File: src/rtl/instruction_queue.sv
// Instruction queue between fetch and decode: circular buffer of {inst, pc, is_c}.
// Latency: a pushed entry is visible at the head one cycle after the push (no bypass).
// Backpressure: registered iq_full warns fetch early; a push into a full queue with no pop is dropped and sets overflow.
//
// Ports:
//   clk, rst_n       - clock and asynchronous active-low reset
//   flush            - synchronous flush from fetch; empties the queue, wins over push/pop
//   instruction      - fetched word; zero means nothing to push this cycle
//   in_pc            - PC of the word on instruction
//   deq_ready        - decoder takes the head entry this cycle
//   out_valid        - head entry is valid
//   out_inst/out_pc  - head instruction and PC (show-ahead, combinational from head)
//   out_is_c         - head instruction is a 16-bit compressed encoding
//   iq_full          - registered back-pressure, asserted FULL_MARGIN slots before truly full
//   count            - current occupancy, 0..DEPTH
//   overflow         - sticky drop indicator, cleared only by reset

module instruction_queue #(
    parameter int DEPTH       = 8,
    parameter int FULL_MARGIN = 1
) (
    input  logic                     clk,
    input  logic                     rst_n,
    input  logic                     flush,
    input  logic [31:0]              instruction,
    input  logic [31:0]              in_pc,
    input  logic                     deq_ready,
    output logic                     out_valid,
    output logic [31:0]              out_inst,
    output logic [31:0]              out_pc,
    output logic                     out_is_c,
    output logic                     iq_full,
    output logic [$clog2(DEPTH):0]   count,
    output logic                     overflow
);

    localparam int AW = $clog2(DEPTH);

    localparam logic [AW:0]   DEPTH_CNT = (AW+1)'(DEPTH);
    localparam logic [AW:0]   FULL_LVL  = (AW+1)'(DEPTH - FULL_MARGIN);
    localparam logic [AW:0]   CNT_ONE   = {{AW{1'b0}}, 1'b1};
    localparam logic [AW-1:0] PTR_ONE   = {{(AW-1){1'b0}}, 1'b1};

    typedef struct packed {
        logic [31:0] inst;
        logic [31:0] pc;
        logic        is_c;
    } entry_t;

    // Entry storage carries no reset; validity is tracked purely by count.
    entry_t          mem [DEPTH];

    logic [AW-1:0]   head;
    logic [AW-1:0]   tail;
    logic            push_req;
    logic            push;
    logic            pop;
    logic            drop;
    logic [AW:0]     count_next;
    entry_t          head_entry;

    // ------------------------------------------------------------------
    // Push / pop qualification
    // ------------------------------------------------------------------
    always_comb begin
        push_req = (instruction != 32'd0) && !flush;
        pop      = out_valid && deq_ready && !flush;
        // A pop in the same cycle frees the slot, so a full queue still accepts.
        push     = push_req && ((count < DEPTH_CNT) || pop);
        drop     = push_req && !push;
    end

    always_comb begin
        count_next = count;
        if (flush) begin
            count_next = '0;
        end else begin
            case ({push, pop})
                2'b10:   count_next = count + CNT_ONE;
                2'b01:   count_next = count - CNT_ONE;
                default: count_next = count;
            endcase
        end
    end

    // ------------------------------------------------------------------
    // Control state
    // ------------------------------------------------------------------
    always_ff @(posedge clk or negedge rst_n) begin
        if (!rst_n) begin
            head     <= '0;
            tail     <= '0;
            count    <= '0;
            iq_full  <= 1'b0;
            overflow <= 1'b0;
        end else begin
            count <= count_next;
            if (flush) begin
                head    <= '0;
                tail    <= '0;
                iq_full <= 1'b0;
            end else begin
                if (push) begin
                    tail <= tail + PTR_ONE;
                end
                if (pop) begin
                    head <= head + PTR_ONE;
                end
                // Registered so fetch sees the warning from a flop, computed
                // from next-state occupancy to stay cycle-accurate.
                iq_full <= (count_next >= FULL_LVL);
            end
            if (drop) begin
                overflow <= 1'b1;
            end
        end
    end

    // ------------------------------------------------------------------
    // Entry storage
    // ------------------------------------------------------------------
    always_ff @(posedge clk) begin
        if (push) begin
            mem[tail] <= '{inst: instruction,
                           pc:   in_pc,
                           is_c: (instruction[1:0] != 2'b11)};
        end
    end

    // ------------------------------------------------------------------
    // Show-ahead head outputs
    // ------------------------------------------------------------------
    always_comb begin
        head_entry = mem[head];
        out_valid  = (count != '0);
        out_inst   = out_valid ? head_entry.inst : 32'd0;
        out_pc     = head_entry.pc;
        out_is_c   = out_valid && head_entry.is_c;
    end

    // ------------------------------------------------------------------
    // Structural invariants
    // ------------------------------------------------------------------
    a_count_bound: assert property (@(posedge clk) disable iff (!rst_n)
        count <= DEPTH_CNT);

    // Pointer distance must always agree with occupancy (modulo DEPTH).
    a_ptr_consistent: assert property (@(posedge clk) disable iff (!rst_n)
        (tail - head) == count[AW-1:0]);

endmodule

File: config.mk
export PLATFORM = sky130hd
export DESIGN_NAME = instruction_queue
export DESIGN_NICKNAME = d
export VERILOG_FILES = /design/src/rtl/instruction_queue.sv
export SDC_FILE = /design/constraint.sdc
export NUM_CORES = 1
export LEC_CHECK = 0
export ABC_AREA = 1
export BUFFER_PORTS_ARGS = -buffer_cell sky130_fd_sc_hd__buf_2
export CORE_MARGIN = 8
export CORE_UTILIZATION = 63
export CTS_BUF_LIST = sky130_fd_sc_hd__clkbuf_8
export DETAILED_ROUTE_END_ITERATION = 7
export GPL_TIMING_DRIVEN = 0
export PLACE_DENSITY = 0.9
export SLEW_MARGIN = 5
export SYNTH_ARGS = -nofsm -noshare
export SYNTH_HDL_FRONTEND = slang
export SYNTH_SLANG_ARGS = --single-unit
File: constraint.sdc
create_clock -name clk -period 7.05 [get_ports clk]
set_clock_uncertainty 0.05 [all_clocks]
set_input_delay 0.3525 -clock clk [delete_from_list [all_inputs] [get_ports clk]]
set_output_delay 0.3525 -clock clk [all_outputs]
set_load 0.02 [all_outputs]
==> run metrics <==
largest net degree at the start of global routing=27; initial antenna violation count=4; area leader, netlist=edfxtp_1; Power Dens Cells=397 nW/um^2; Post-synth top flop=edfxtp_1; status=completed; sequential cell fraction of total power=roughly two fifths; CTS H-tree depth=3; final cycle utilization of the critical path=between 40% and 50%; Worst Slack Setup Final=about 3.6 ns; maximum VDD drop=296 uV; Post-Syn Instances=1643; CTS tree=built; Syn Std Cell Area=21100 sq um; port buffer count=139; CP required=6.65 ns; CTS sink count=532; Int Pwr=6.10 mW; Core Area=between 30000 and 40000 sq um; worst skew pair latency=about 0.62 ns; overall routed net length=59300 um; Clock Path Buffers=3; GR Util All Layers=29.6%; Max Fanout on Critical Path=10; die area=39600 sq um; sw frac=38.5%; family with the most delay on the worst path=buffers and inverters; Syn Nets=between 1500 and 2000; count leader, synth=edfxtp_1; Post-synth EDFFs=520; RSZ-0062 raised after global routing=no; Final Max Slew Viols=0; Max Cap Viol=0; Die Width=roughly 200 um; Tmin final=between 3 and 4 ns; Cell Chain, Critical Path=buf_2 > buf_4 > clkbuf_1 > o21ai_0 > o32ai_1 > nor2_1 > nor2_1 > buf_2; Finish-stage setup viols=0; Seq/Total Area, Yosys=75.4%; Initial Util=63.5%; nets@finish=2038; Avg Vias per Cell=6.30; maximum clock rate=0.286 GHz; Post-Place Worst Slack=approximately 3.8 ns; worst hold slack=0.0186 ns; # rows=67; Worst Path Buf+Inv=4; syn avg cell area=12.9 sq um; number of global-route vias before repair=15857; DRC Markers=0; kind of critical path=reg2out; Startpoint Class=register; slowest stage cell, crit path=clkbuf_1; share of cells above drive strength 1=between 15 and 20%; Worst-path clk slew=approximately 0.06 ns; static leakage power=~9 nW; final hold vios=0; Top Ports=140; unique cell type count in the Yosys netlist=24; min-delay worst type=in2reg; Final Wtd Congestion=0.821; Comb power frac=a little over a third; Post-synth ARST share=under 10%; slew margin rel.=34.1%; top cells by area, synth=edfxtp_1 (74%), nor2_1 (8.5%), o21ai_0 (5.2%), o32ai_1 (4.0%), nand2_1 (2.3%); Worst Max-Slew Pin Slew=0.983 ns; dpl hpwl=between 30000 and 40000 um; DR pass1 iterations=6; Num CTS Buffers=81; critical path arrival=3.09 ns; Area growth, synth to finish=18.4%; Initial DRC Count=~2100; share of the synthesized area in the top cell type=73.9%; YS warnings=0; Post-synth top cells=edfxtp_1 (520), nor2_1 (479), o21ai_0 (219); first-pass GRT wire length=88500 um; Final Core Density=approximately 75%; total number of vias=15563; grt total ovfl=0; antenna-violating nets left=0; Final Power=just under 10 mW; Synth Register Bits=532; crit path capture type=primary output; Root Buffer Master=clkbuf_8; DR WL/cell=roughly 24 um; Psw=between 3 and 4 mW; fillcell total=1849; Clock power frac=a little under a quarter; die height=around 200 um; max incr delay on CP=0.58 ns
-- sequential cells by signal, summed over array words and instances (netlist names) --
name      cells
mem         520
count         4
head          3
tail          3
iq_full       1
overflow      1
-- worst register-to-register path, cell delays in order (launching register included) --
cell and delay [ns]:
dfrtp_1 0.42, inv_1 0.12, nand3_2 0.36, nand3_1 0.18, nand2_1 0.20, nand3_2 0.24, nor3_2 0.72, buf_4 0.37
buf_4 0.25, buf_4 0.21
-- path summary, 6_finish.rpt --
check | start | to | slack (ns) | depth (start not counted)
max | head[1] | out_inst[30] | 3.56 | 8
min | instruction[11] | mem[5][44] | 0.02 | 1
max reg2reg | count[3] | mem[3][40] | 3.63 | 9
min reg2reg | overflow | overflow | 0.48 | 1
max in group asynchronous | rst_n | head[1] | 6.57 | 2
min in group asynchronous | rst_n | count[2] | 0.12 | 2
-- cell type report --
type / instances / area [sq um] / share of cell area [%]
Inverter: 29 / 109 / 0.435
Sequential cell: 532 / 15900 / 63.7
Clock buffer: 84 / 1160 / 4.62
Multi-Input combinational cell: 978 / 4620 / 18.5
Clock inverter: 51 / 263 / 1.05
Buffer: 104 / 524 / 2.10
Antenna cell: 4 / 10.0 / 0.0400
Tap cell: 448 / 561 / 2.24
Timing Repair Buffer: 239 / 1850 / 7.38
-- layout by cell type (no fill, tap or decap) --
cell           Yosys  routed
buf_2             26     165
edfxtp_1         520     520
buf_12             0       3
inv_6              0       1
nor3_2             0       4
o21ai_1           14      14
buf_6             11      24
clkbuf_8           0      84
bufinv_16          0       2
buf_1              4       4
o32ai_1           97      97
nor2_4             0       4
xor2_1             5       5
ha_1               5       5
dfrtp_1           12      12
nor2_1           479     475
clkinvlp_4         0       2
nand2_1          132     132
nand3_1           10      10
clkinv_1           0      11
nand4_1            4       4
a21oi_1            4       4
diode_2            0       4
nand3_2            2       2
buf_4              5      20
and2_1             1       1
o21ai_0          219     219
and2_0             1       1
dlygate4sd3_1      0      61
inv_1             28      58
clkbuf_1          58      58
clkinv_2           0       5
o21bai_1           1       1
inv_2              1       1
buf_16             0       8
-- kinds of logic after synthesis --
| logic type | after synthesis | share of synthesized area [%] |
|---|---|---|
| simple gates | 633 | 11.5 |
| flops | 532 | 75.4 |
| compound gates | 335 | 9.67 |
| buf+inv | 133 | 3.00 |
| xor+xnor | 5 | 0.207 |
| fa+ha+maj | 5 | 0.296 |
-- what timing repair did --
| item | CTS | global route |
|---|---|---|
| hold buffers | 61 | 0 |
| endpoints found under the hold margin | 472 | 0 |
| resized for setup | 0 | 0 |
| buffers inserted | 0 | 0 |
-- through the flow --
stage,setup TNS (ns),instance area [sq um],std cells
final,0,25000,2469
after global routing,0,25000,2467
after CTS,0,25000,2465
after detailed placement,0,23000,2269
after global placement,-754.53,22400,2230
after floorplan,0,21100,1643
-- per-layer routing --
metal	part of all wire, %	up-vias	GRT usage, %
met3	11	217	6.70
met1	33	7409	34.9
met2	51	1320	50.7
met5	0.047	-	0
li1	-	6613	-
met4	4.0	4	15.2
-- power by group through the flow --
stage	Sequential [mW]	Clock, mW	Combinational [mW]
2_1_floorplan	4.07	0	2.07
3_3_place_gp	4.09	0	3.20
3_5_place_dp	4.03	0	3.47
4_1_cts	3.97	2.30	3.54
5_1_grt	4.00	2.45	3.85
6_report	3.98	2.31	3.63
(Power assumes the default switching activity.)
